--- src/rtl/conv33_window.sv ---
// 3x3 sliding-window generator for a raster pixel stream: two line buffers plus a 3x3 shift register.
// Optional build macro CONV33_WINDOW_STRIDE2_EN: emit only windows whose top-left corner is on even row/column.
module conv33_window #(
  parameter int IMG_W = 28,
  parameter int IMG_H = 28
) (
  input  logic              clk,
  input  logic              rst,
  input  logic              start,
  input  logic signed [7:0] pix_in,
  input  logic              pix_valid,
  output logic              pix_ready,
  output logic signed [7:0] data_0_0,
  output logic signed [7:0] data_0_1,
  output logic signed [7:0] data_0_2,
  output logic signed [7:0] data_1_0,
  output logic signed [7:0] data_1_1,
  output logic signed [7:0] data_1_2,
  output logic signed [7:0] data_2_0,
  output logic signed [7:0] data_2_1,
  output logic signed [7:0] data_2_2,
  output logic              conv33_en,
  output logic              busy,
  output logic              frame_done,
  output logic [1:0]        dbg_state
);

  // Handshake: a pixel is consumed on a rising edge where pix_valid=1 and pix_ready=1;
  // pix_ready depends only on the FSM state, never combinationally on pix_valid.

  localparam int CW = $clog2(IMG_W);
  localparam int RW = $clog2(IMG_H);
  localparam logic [CW-1:0] COL_LAST = CW'(IMG_W - 1);
  localparam logic [RW-1:0] ROW_LAST = RW'(IMG_H - 1);
  localparam logic [CW-1:0] COL_TWO  = CW'(2);
  localparam logic [RW-1:0] ROW_TWO  = RW'(2);

  typedef enum logic [1:0] {
    S_IDLE = 2'd0,
    S_FILL = 2'd1,
    S_RUN  = 2'd2,
    S_DONE = 2'd3
  } state_t;

  state_t state_q, state_d;

  logic [CW-1:0] col_q, col_d;
  logic [RW-1:0] row_q, row_d;

  logic signed [7:0] lb0_q [IMG_W];
  logic signed [7:0] lb1_q [IMG_W];
  logic signed [7:0] win_q [3][3];
  logic              en_q;

  logic accept;
  logic last_pix;
  logic fill_done;
  logic stride_ok;
  logic win_hit;

  assign accept    = pix_valid && pix_ready;
  assign last_pix  = accept && (col_q == COL_LAST) && (row_q == ROW_LAST);
  assign fill_done = accept && (col_q == COL_TWO) && (row_q == ROW_TWO);

`ifdef CONV33_WINDOW_STRIDE2_EN
  // (y-2) and (x-2) even is the same as y and x even.
  assign stride_ok = ~row_q[0] & ~col_q[0];
`else
  assign stride_ok = 1'b1;
`endif

  assign win_hit = accept && (row_q >= ROW_TWO) && (col_q >= COL_TWO) && stride_ok;

  always_ff @(posedge clk) begin
    if (!rst) begin
      state_q <= S_IDLE;
    end else begin
      state_q <= state_d;
    end
  end

  always_comb begin
    state_d = state_q;
    unique case (state_q)
      S_IDLE: if (start) state_d = S_FILL;
      S_FILL: begin
        if (last_pix)       state_d = S_DONE;
        else if (fill_done) state_d = S_RUN;
      end
      S_RUN:  if (last_pix) state_d = S_DONE;
      S_DONE: state_d = S_IDLE;
      default: state_d = S_IDLE;
    endcase
  end

  always_comb begin
    pix_ready  = (state_q == S_FILL) || (state_q == S_RUN);
    busy       = (state_q != S_IDLE);
    frame_done = (state_q == S_DONE);
    dbg_state  = state_q;
  end

  always_comb begin
    col_d = col_q;
    row_d = row_q;
    if (state_q == S_IDLE && start) begin
      col_d = '0;
      row_d = '0;
    end else if (accept) begin
      if (col_q == COL_LAST) begin
        col_d = '0;
        row_d = (row_q == ROW_LAST) ? '0 : row_q + RW'(1);
      end else begin
        col_d = col_q + CW'(1);
      end
    end
  end

  always_ff @(posedge clk) begin
    if (!rst) begin
      col_q <= '0;
      row_q <= '0;
      en_q  <= 1'b0;
      for (int r = 0; r < 3; r++) begin
        for (int c = 0; c < 3; c++) begin
          win_q[r][c] <= '0;
        end
      end
    end else begin
      col_q <= col_d;
      row_q <= row_d;
      en_q  <= win_hit;
      if (accept) begin
        for (int r = 0; r < 3; r++) begin
          win_q[r][0] <= win_q[r][1];
          win_q[r][1] <= win_q[r][2];
        end
        win_q[0][2] <= lb1_q[col_q];
        win_q[1][2] <= lb0_q[col_q];
        win_q[2][2] <= pix_in;
      end
    end
  end

  // Line buffers are never reset: stale contents are only read once rows y-1 and y-2 are rewritten.
  always_ff @(posedge clk) begin
    if (accept) begin
      lb1_q[col_q] <= lb0_q[col_q];
      lb0_q[col_q] <= pix_in;
    end
  end

  assign conv33_en = en_q;
  assign data_0_0  = win_q[0][0];
  assign data_0_1  = win_q[0][1];
  assign data_0_2  = win_q[0][2];
  assign data_1_0  = win_q[1][0];
  assign data_1_1  = win_q[1][1];
  assign data_1_2  = win_q[1][2];
  assign data_2_0  = win_q[2][0];
  assign data_2_1  = win_q[2][1];
  assign data_2_2  = win_q[2][2];

endmodule

--- config.mk ---
export PLATFORM = sky130hd
export DESIGN_NAME = conv33_window
export DESIGN_NICKNAME = d
export VERILOG_FILES = /design/src/rtl/conv33_window.sv
export SDC_FILE = /design/constraint.sdc
export NUM_CORES = 1
export LEC_CHECK = 0
export BUFFER_PORTS_ARGS = -buffer_cell sky130_fd_sc_hd__buf_4
export CELL_PAD_IN_SITES_DETAIL_PLACEMENT = 1
export CELL_PAD_IN_SITES_GLOBAL_PLACEMENT = 1
export CORE_MARGIN = 5
export CORE_UTILIZATION = 58
export DETAILED_ROUTE_END_ITERATION = 10
export GPL_TIMING_DRIVEN = 0
export PLACE_DENSITY = 0.83
export REMOVE_ABC_BUFFERS = 1
export SYNTH_ARGS = -nofsm -noshare
export SYNTH_HDL_FRONTEND = slang
export SYNTH_SLANG_ARGS = --single-unit
--- constraint.sdc ---
create_clock -name clk -period 4.6 [get_ports clk]
set_input_delay 0.46 -clock clk [delete_from_list [all_inputs] [get_ports clk]]
set_output_delay 0.46 -clock clk [all_outputs]
set_load 0.01 [all_outputs]
==> impl_results.md, run 1 <==
* Status: finished, final reports clean
* Clk_skew at between 20 and 30 ps
* Fin Hold WS at between 150 and 200 ps
* CP max FO at 28
* Number of max-cap violations at 0
* Num CTS Buffers at 53
* Critical path launch point type: flop
* GRT Util Overall at a little over a quarter
* CORE AREA at about 36,000 um2
* Seq/Total Area, Yosys at about three quarters
* Clk sinks at 538
* IO Count at 90
* Power per standard cell area at about 500 nW/um2
* Layout cells sized above 1 at 26.5%
* Yosys cell types at slightly above 50
* Mean Syn Cell Area at 19.5 um2
* First-pass GRT wire length at between 70,000 and 80,000 um
* Final antenna-violating net count at 0
* PortBufs at ~90
* Leakage at about 8 nW
* DRT Wirelength at approximately 54,000 um
* CTS tree: done
* Maximum VDD drop at 322 uV
* DR vias at roughly 11,000
* RSZ-0062 raised after global routing: no
* Highest Clock Rate at 241 MHz
* Min cycle time layout at 4150 ps
* WL/cell at roughly 32 um
* Gr ovfl total at 0
* Area growth, synth to finish at 16.7%
* Sw Ratio at between 20% and 30%
* Slew @ Worst Pin at about 1400 ps
* Initial antenna violation count at 0
* Total Power at around 12 mW
* Num rows at 69
* Clk slew on worst S/H paths at 60 ps
* # DRC at 0
* Int Power at slightly above 9 mW
* Gpl congestion at between 0.7 and 0.8
* Width of the die at around 200 um
* DRT iter0 DRCs at between 1,000 and 1,500
* #FFs+latches synth at approximately 540
* Max-slew violation count at 0
* Post-Synthesis Cell Area at around 21,000 um2
* Latest clock arrival within the worst-skew pair at ~610 ps
* Post-CTS Setup Bufs at 0
* Placement Cell Area at 22,700 um2
* Commonest non-fill, non-tap cell in the layout: edfxtp_1
* Asr flop ratio synth at 0%
* Count of nets after finishing at around 1,200
* DRT Pass-1 Iters at 6
* Final instance area at around 24,000 um2
* Clock network power share at between 30% and 40%
* Final period util at 90.2%
* Relative slew slack at around 8.5%
* Vias in the first global route at around 12,000
* EDFF count, synth at 520
* Largest net degree at the start of global routing at slightly above 70
* Die area at ~40,000 um2
* Switching Power at roughly 3.1 mW
* Yosys synthesis warning count at 0
* Clock root cell: clkbuf_16
* Htree depth at 2
* Combinational power share at approximately 14%
* Synth Instances at 1,075
* Hold-fix buffers at CTS at 0
* Antenna diodes at 0
* Clock Path Buffers at 3
* Post-synth top flop: edfxtp_1
* Initial Util at between 50 and 60%
* Hpwl dp at between 30,000 and 40,000 um
* Critical Path RT at 4600 ps
* Final Hold Vio Count at 0
* Die height at roughly 200 um
* Hold/Removal Path Class: in -> reg
* Number of setup violations in the final report at 0
* CP Class: reg -> reg
* Via/cell ratio at roughly 6.5
* Reg power frac at about half
* Crit. End Element: flop
* Worst endpoint data arrival time at ~4200 ps
* Commonest cells after routing, fill and taps aside: 520 x edfxtp_1, 89 x buf_4, 82 x mux4_2
synthesized netlist by cell type (all sizes together) (2+ instances only):
cell type | instances | area (um2)
a311oi | 3 | 26.3
o211a | 3 | 30.0
dfxtp | 18 | 360
a21o | 6 | 45.0
and3 | 2 | 12.5
inv | 9 | 33.8
clkbuf | 20 | 76.3
mux2 | 5 | 56.3
o21ai | 19 | 95.1
or3 | 3 | 18.8
a21oi | 14 | 70.1
nor3 | 7 | 35.0
o211ai | 2 | 15.0
nand2b | 4 | 25.0
mux2i | 71 | 711
nor2b | 8 | 50.1
mux4 | 88 | 2000
buf | 34 | 278
nand2 | 37 | 139
o221ai | 2 | 17.5
a221oi | 2 | 17.5
o22ai | 4 | 25.0
ha | 11 | 138
nand3b | 3 | 35.0
a211oi | 2 | 15.0
o31ai | 2 | 15.0
nor2 | 48 | 183
edfxtp | 520 | 15600
a31oi | 12 | 75.1
and2 | 60 | 375
a22oi | 18 | 135
nand4b | 2 | 17.5
nand3 | 27 | 135
worst paths after layout:
path / end / startpoint / slack, ps / depth (start not counted)
worst max-delay path: lb1_q[0][6] / flop / 450 / 4
worst min-delay path: dbg_state[0] / rst / 190 / 2
worst max register to register: lb1_q[0][6] / flop / 450 / 4
worst min register to register: row_q[4] / row_q[4] / 540 / 2
registers in the layout, indices dropped and copies added, names as in the netlist, named ones only:
register and count:
lb0_q 224, lb1_q 224, win_q 72, row_q 5
col_q 5, dbg_state 2, conv33_en 1
area by class of cell:
class | count | area [um2]
multi-input combinational | 473 | 4670
fill | 2864 | 11200
inverter | 10 | 38.8
timing repair buffer | 126 | 1410
sequential | 538 | 16000
clock buffer | 63 | 1410
clock inverter | 36 | 360
tap | 461 | 577
logic make-up (layout without fill, tap and decap cells):
family | after synthesis | after routing | synth area share [%]
multiplexers | 164 | 164 | 13.2
adder cells (fa/ha/maj) | 11 | 11 | 0.657
AND/OR/NAND/NOR | 205 | 205 | 5.05
flip-flops | 538 | 538 | 76.2
buffers and inverters | 64 | 235 | 1.87
XOR/XNOR | 1 | 1 | 0.0418
AO/OA/AOI/OAI | 92 | 92 | 2.90
power by group through the flow:
stage                     combinational [mW]  clock [mW]  sequential (mW)
after floorplan                        0.794           0             6.29
after global placement                  1.48           0             6.27
after detailed placement                1.68           0             6.16
after CTS                               1.76        4.50             6.07
after global routing                    1.86        4.74             6.09
final                                   1.74        4.45             6.07
per-layer routing:
| layer | up-vias | routed length, um | global-route usage, % |
|---|---|---|---|
| li1 | 4577 | - | - |
| met1 | 5828 | 20800 | 36.7 |
| met2 | 590 | 27600 | 46.3 |
| met3 | 119 | 4130 | 5.54 |
| met4 | 0 | 1650 | 8.60 |
| met5 | - | 0 | 0 |
worst max-delay path, cell delays in order, from the launching register on:
cell	delay (ps)
dfxtp_1	1140
clkinv_2	810
o21ai_0	460
a21o_1	280
nand3_1	840
what timing repair did:
action / CTS / global route
endpoints found under the hold margin: 0 / 0
gates resized for setup: 1 / 0
endpoints found under the setup margin: 17 / 0
through the flow:
step	cells	TNS (ps)	util [%]	setup slack [ps]
2_1_floorplan	1021	-232630	-	-1470
3_3_place_gp	1571	-865850	61.3	-4600
3_5_place_dp	1607	0	63.6	149
4_1_cts	1706	0	68.5	520
5_1_grt	1707	0	68.6	264
6_report	1707	0	68.6	450
No activity file was read; power rests on OpenSTA's default activity.
==> run 2: changes to the inputs <==
==> constraint.sdc (replaced) <==
create_clock -name clk -period 5 [get_ports clk]
set_input_delay 0.5 -clock clk [delete_from_list [all_inputs] [get_ports clk]]
set_output_delay 0.5 -clock clk [all_outputs]
set_load 0.01 [all_outputs]
==> run 2 against run 1 <==
Net effect:
- power is 8.0% lower
- combinational power shrank 8%
- largest cell class unchanged
- critical path depth did not move
- highest routed layer unchanged
- hold slack improved by 40 ps
- utilization about the same
==> impl_results.md, run 2 (synthesized netlist as in run 1, its figures left out) <==
* Relative slew slack at 7.63% (-0.89 points)
* Initial Util at 58.8% (unchanged)
* Worst R2R End: lb1_q[0][6]
* Reg2Reg Depth at 4 (unchanged)
* Worst endpoint data arrival time at 4650 ps (+500 ps)
* Latest clock arrival within the worst-skew pair at 610 ps (about the same)
* Sequential Area at 16,000 um2 (unchanged)
* Critical path launch point type: flop
* Hold Path End: dbg_state[0]
* Area growth, synth to finish at 16.7% (about the same)
* Hold path depth at 2 (unchanged)
* Final Hold Vio Count at 0 (unchanged)
* Critical Path RT at 5000 ps (+400 ps)
* DRT iter0 DRCs at 1,212 (+0.17%)
* Hpwl dp at 31,000 um (unchanged)
* Max-slew violation count at 0 (unchanged)
* Filler Cells Inserted at 2,865 (+0.035%)
* GRT Util Overall at 27.5% (unchanged)
* Hold-fix buffers at CTS at 0 (unchanged)
* DP Cell Count at 1,607 (unchanged)
* R2R Setup Slk at 350 ps (-100 ps)
* Status: finished, final reports clean
* Width of the die at 200 um (unchanged)
* Num rows at 69 (unchanged)
* Maximum VDD drop at 297 uV (-8.0%)
* Min cycle time layout at 4650 ps (+501 ps)
* Clk_skew at 29.8 ps (+0.712 ps)
* CTS tree: done
* Die height at 200 um (unchanged)
* Commonest non-fill, non-tap cell in the layout: edfxtp_1
* Leakage at 7.94 nW (about the same)
* Number of max-cap violations at 0 (unchanged)
* Clk sinks at 538 (unchanged)
* DRT Wirelength at 54,200 um (about the same)
* CP max FO at 28 (unchanged)
* Fin cells at 1,707 (unchanged)
* Die area at 40,000 um2 (unchanged)
* # DRC at 0 (unchanged)
* DRT Pass-1 Iters at 6 (unchanged)
* Largest net degree at the start of global routing at 71 (unchanged)
* RSZ-0062 raised after global routing: no
* CORE AREA at 35,700 um2 (unchanged)
* PortBufs at 89 (unchanged)
* Highest Clock Rate at 215 MHz (-11%)
* Final antenna-violating net count at 0 (unchanged)
* Gr ovfl total at 0 (unchanged)
* Clock Path Buffers at 3 (unchanged)
* Vias in the first global route at 11,778 (unchanged)
* Hold/Removal Path Class: in -> reg
* Layout cells sized above 1 at 26.4% (-0.080 points)
* WL/cell at 31.7 um (about the same)
* Num CTS Buffers at 53 (unchanged)
* Fin Hold WS at 228 ps (+39.5 ps)
* Crit. End Element: flop
* Largest regs: lb0_q (224), lb1_q (224), win_q (72)
* Commonest cells after routing, fill and taps aside: 520 x edfxtp_1, 89 x buf_4, 82 x mux4_2
* Antenna diodes at 0 (unchanged)
* Slew @ Worst Pin at 1380 ps (+13.4 ps)
* CP Class: reg -> reg
* IO Count at 90 (unchanged)
* Initial antenna violation count at 0 (unchanged)
* Hold Startpoint: rst
* Post-CTS Setup Bufs at 0 (unchanged)
* Multi-input logic area at 4670 um2 (unchanged)
* Post-cts sizing count at 0 (-1)
* Number of setup violations in the final report at 0 (unchanged)
* Gpl congestion at 0.789 (unchanged)
* Final period util at 93.0% (+2.8 points)
* Htree depth at 2 (unchanged)
* Clk slew on worst S/H paths at 60 ps (about the same)
* Via/cell ratio at 6.51 (about the same)
* Count of nets after finishing at 1,225 (unchanged)
* Power per standard cell area at 461 nW/um2 (-8.0%)
* DR vias at 11,107 (-0.063%)
* First-pass GRT wire length at 79,800 um (unchanged)
* Clock root cell: clkbuf_16
[run 2: cell counts in the layout (fill, tap and decap cells not counted)]
Identical to the previous run, type by type.
[run 2: how the worst max path moves through the flow]
| stage | start | endpoint | slack [ps] |
|---|---|---|---|
| after CTS | flop | lb1_q[21][6] | 390 |
| after detailed placement | flop | lb1_q[26][6] | 550 |
| after global placement | flop | lb1_q[12][7] | -4200 |
| after floorplan | flop | lb1_q[0][7] | -1070 |
| after global routing | flop | lb1_q[6][6] | 130 |
| final | flop | lb1_q[0][6] | 350 |
[run 2: layout make-up]
type	instances	share of cell area [%]
clock buffers	63	5.75
clock inverters	36	1.47
inverters	10	0.154
multi-input cells	473	19.1
flip-flops and latches	538	65.4
well taps	461	2.36
repair buffers	126	5.78
[run 2: worst max-delay path, cell delays in order, from the launching register on]
cell and delay, ps:
dfxtp_1 1130, clkinv_1 1220, o21ai_0 570, a21o_1 280, nand3_1 840
[run 2: report_power, final]
part | internal, mW | switching, mW | total [mW] | leakage, nW
Combinational | 0.626 | 0.973 | 1.60 | 2.13
Clock | 2.37 | 1.73 | 4.10 | 0.871
Sequential | 5.44 | 0.146 | 5.58 | 4.93
[run 2: through the flow]
| step | setup slack, ps | utilization, % | TNS [ps] | instance area, um2 | total power, mW |
|---|---|---|---|---|---|
| 2_1_floorplan | -1070 | - | -136870 | 20600 | 6.51 |
| 3_3_place_gp | -4200 | 61.3 | -769850 | 21800 | 7.13 |
| 3_5_place_dp | 549 | 63.6 | 0 | 22700 | 7.22 |
| 4_1_cts | 394 | 68.5 | 0 | 24400 | 11.3 |
| 5_1_grt | 135 | 68.6 | 0 | 24500 | 11.7 |
| 6_report | 349 | 68.6 | 0 | 24500 | 11.3 |
[run 2: per-layer routing]
layer / global-route usage (%) / part of all wire (%) / wire length [um] / vias up
met5: 0 / 0 / 0 / -
met4: 8.60 / 3.0 / 1650 / 0
met3: 5.54 / 7.3 / 3970 / 119
met2: 46.3 / 51 / 27600 / 576
met1: 36.7 / 39 / 20900 / 5841
li1: - / - / - / 4571
==> run 3: changes to the inputs <==
--- a/config.mk
+++ b/config.mk
@@ -12,7 +12,9 @@
 export CORE_UTILIZATION = 58
 export DETAILED_ROUTE_END_ITERATION = 10
 export GPL_TIMING_DRIVEN = 0
+export HOLD_SLACK_MARGIN = 0.02
 export PLACE_DENSITY = 0.83
+export RECOVER_POWER = 25
 export REMOVE_ABC_BUFFERS = 1
 export SYNTH_ARGS = -nofsm -noshare
 export SYNTH_HDL_FRONTEND = slang
==> run 3 against run 2 <==
Net effect:
- sequential power barely moved
- non-clock buffer count did not move
- the flow now finishes with violations (capacitance limit, slew limit)
- highest routed layer unchanged
- first-iteration DRC count rose by 1.5%
- clock skew rose by 1.6 ps
- sequential cell count did not move
- clock power barely moved
- global-route usage did not move
- die area did not move
- sequential share of layout area rose by 0.67 points
==> impl_results.md, run 3 (synthesized netlist as in run 1, its figures left out) <==
* Status: finished with violations
* Final period util at 92.8% (-0.25 points)
* Num CTS Buffers at 53 (unchanged)
* Layout cells sized above 1 at 21.1% (-5.3 points)
* DRT Wirelength at 54,300 um (+0.29%)
* Power per standard cell area at 463 nW/um2 (+0.27%)
* Post-cts sizing count at 0 (unchanged)
* Area growth, synth to finish at 15.5%
* # DRC at 0 (unchanged)
* Critical Path RT at 5010 ps (about the same)
* Final core utilization at 67.9% (-0.70 points)
* CTS tree: done
* Total Power at 11.2 mW (-0.75%)
* Commonest non-fill, non-tap cell in the layout: edfxtp_1
* CP max FO at 28 (unchanged)
* Hold Startpoint: rst
* Placement Cell Area at 22,700 um2 (unchanged)
* CP max stage cell: clkinv_1
* R2R Setup Slk at 360 ps (about the same)
* Clk slew on worst S/H paths at 60 ps (about the same)
* CORE AREA at 35,700 um2 (unchanged)
* Number of max-cap violations at 1 (+1)
* GRT Util Overall at 27.5% (unchanged)
* Commonest cells after routing, fill and taps aside: 520 x edfxtp_1, 82 x mux4_2, 72 x clkbuf_1
* WL/cell at 31.8 um (+0.29%)
* Hold path depth at 2 (unchanged)
* Initial antenna violation count at 0 (unchanged)
* Width of the die at 200 um (unchanged)
* Clock root cell: clkbuf_16
* DP Cell Count at 1,607 (unchanged)
* Critical path launch point type: flop
* Critical path cell sequence: clkinv_1 -> o21ai_0 -> a21o_1 -> nand3_1
* TNS Setup at 0 ps (unchanged)
* First-pass GRT wire length at 79,800 um (unchanged)
* Num rows at 69 (unchanged)
* Pre-CTS WS at 549 ps (unchanged)
* Slowest stage delay, CP at 1230 ps (about the same)
* Worst R2R End: lb1_q[0][6]
* Largest net degree at the start of global routing at 71 (unchanged)
* RSZ-0062 raised after global routing: no
* Htree depth at 2 (unchanged)
* Min cycle time layout at 4640 ps (-12.7 ps)
* Hpwl dp at 31,000 um (unchanged)
* Hold/Removal Path Class: in -> reg
* Fin Hold WS at 216 ps (-11.3 ps)
* WP buf/inv at 1 (unchanged)
* Largest regs: lb0_q (224), lb1_q (224), win_q (72)
* Gpl congestion at 0.789 (unchanged)
* Hold-fix buffers at CTS at 0 (unchanged)
* Die area at 40,000 um2 (unchanged)
* Maximum VDD drop at 297 uV (+0.20%)
* Final Hold Vio Count at 0 (unchanged)
* Final antenna-violating net count at 0 (unchanged)
* Number of setup violations in the final report at 0 (unchanged)
* Highest Clock Rate at 216 MHz (+0.27%)
* DRT Pass-1 Iters at 5 (-1)
* Post-CTS Setup Bufs at 0 (unchanged)
* Fin cells at 1,707 (unchanged)
* DR vias at 11,181 (+0.67%)
* Relative slew slack at -0.547% (-8.2 points)
* Worst endpoint data arrival time at 4650 ps (about the same)
* PortBufs at 89 (unchanged)
* Slew @ Worst Pin at 1510 ps (+124 ps)
* Latest clock arrival within the worst-skew pair at 610 ps (about the same)
* Clk sinks at 538 (unchanged)
* IO Count at 90 (unchanged)
* Gr ovfl total at 0 (unchanged)
* Die height at 200 um (unchanged)
* Setup WS post-layout at 361 ps (+12.7 ps)
* Clk_skew at 31.4 ps (+1.61 ps)
* Final instance area at 24,200 um2 (-1.0%)
* Vias in the first global route at 11,778 (unchanged)
* DRT iter0 DRCs at 1,230 (+1.5%)
* CP Class: reg -> reg
* Crit. End Element: flop
* Hold Path End: dbg_state[0]
* Via/cell ratio at 6.55 (+0.67%)
* CP delay by family, top: buffers and inverters
* Count of nets after finishing at 1,225 (unchanged)
* Clock Path Buffers at 3 (unchanged)
* Antenna diodes at 0 (unchanged)
* Leakage at 7.69 nW (-3.1%)
* Filler Cells Inserted at 2,875 (+0.35%)
* Max-slew violation count at 30 (+30)
* Reg2Reg Depth at 4 (unchanged)
* Initial Util at 58.8% (unchanged)
* Failing checks: capacitance limit, slew limit
==> run 3: power by group <==
part	total, mW	switching (mW)	internal [mW]	leakage (nW)
sequential	5.58	0.144	5.44	4.93
clock	4.10	1.73	2.37	0.871
combinational	1.51	0.978	0.534	1.88
==> run 3: area by class of cell <==
type                       count  area [um2]  share of cell area [%]
clock inverter                36         360                    1.49
clock buffer                  63        1410                    5.81
inverter                      10        37.5                   0.155
timing repair buffer         126        1170                    4.84
sequential                   538       16000                    66.1
multi-input combinational    473        4660                    19.3
tap                          461         577                    2.38
==> run 3: worst max-delay path by stage <==
| stage | from | end | slack, ps | cells past startpoint |
|---|---|---|---|---|
| floorplan | flop | lb1_q[0][7] | -1070 | 4 |
| global placement | flop | lb1_q[12][7] | -4200 | 4 |
| detailed placement | flop | lb1_q[26][6] | 550 | 4 |
| CTS | flop | lb1_q[21][6] | 390 | 4 |
| global route | flop | lb1_q[6][6] | 130 | 4 |
| finish | flop | lb1_q[0][6] | 360 | 4 |
==> run 3: routing by layer <==
metal,up-vias,global-route usage [%],wire (um)
li1,4574,-,-
met3,133,5.54,4210
met1,5835,36.7,20700
met5,-,0,0
met2,639,46.3,27600
met4,0,8.60,1810
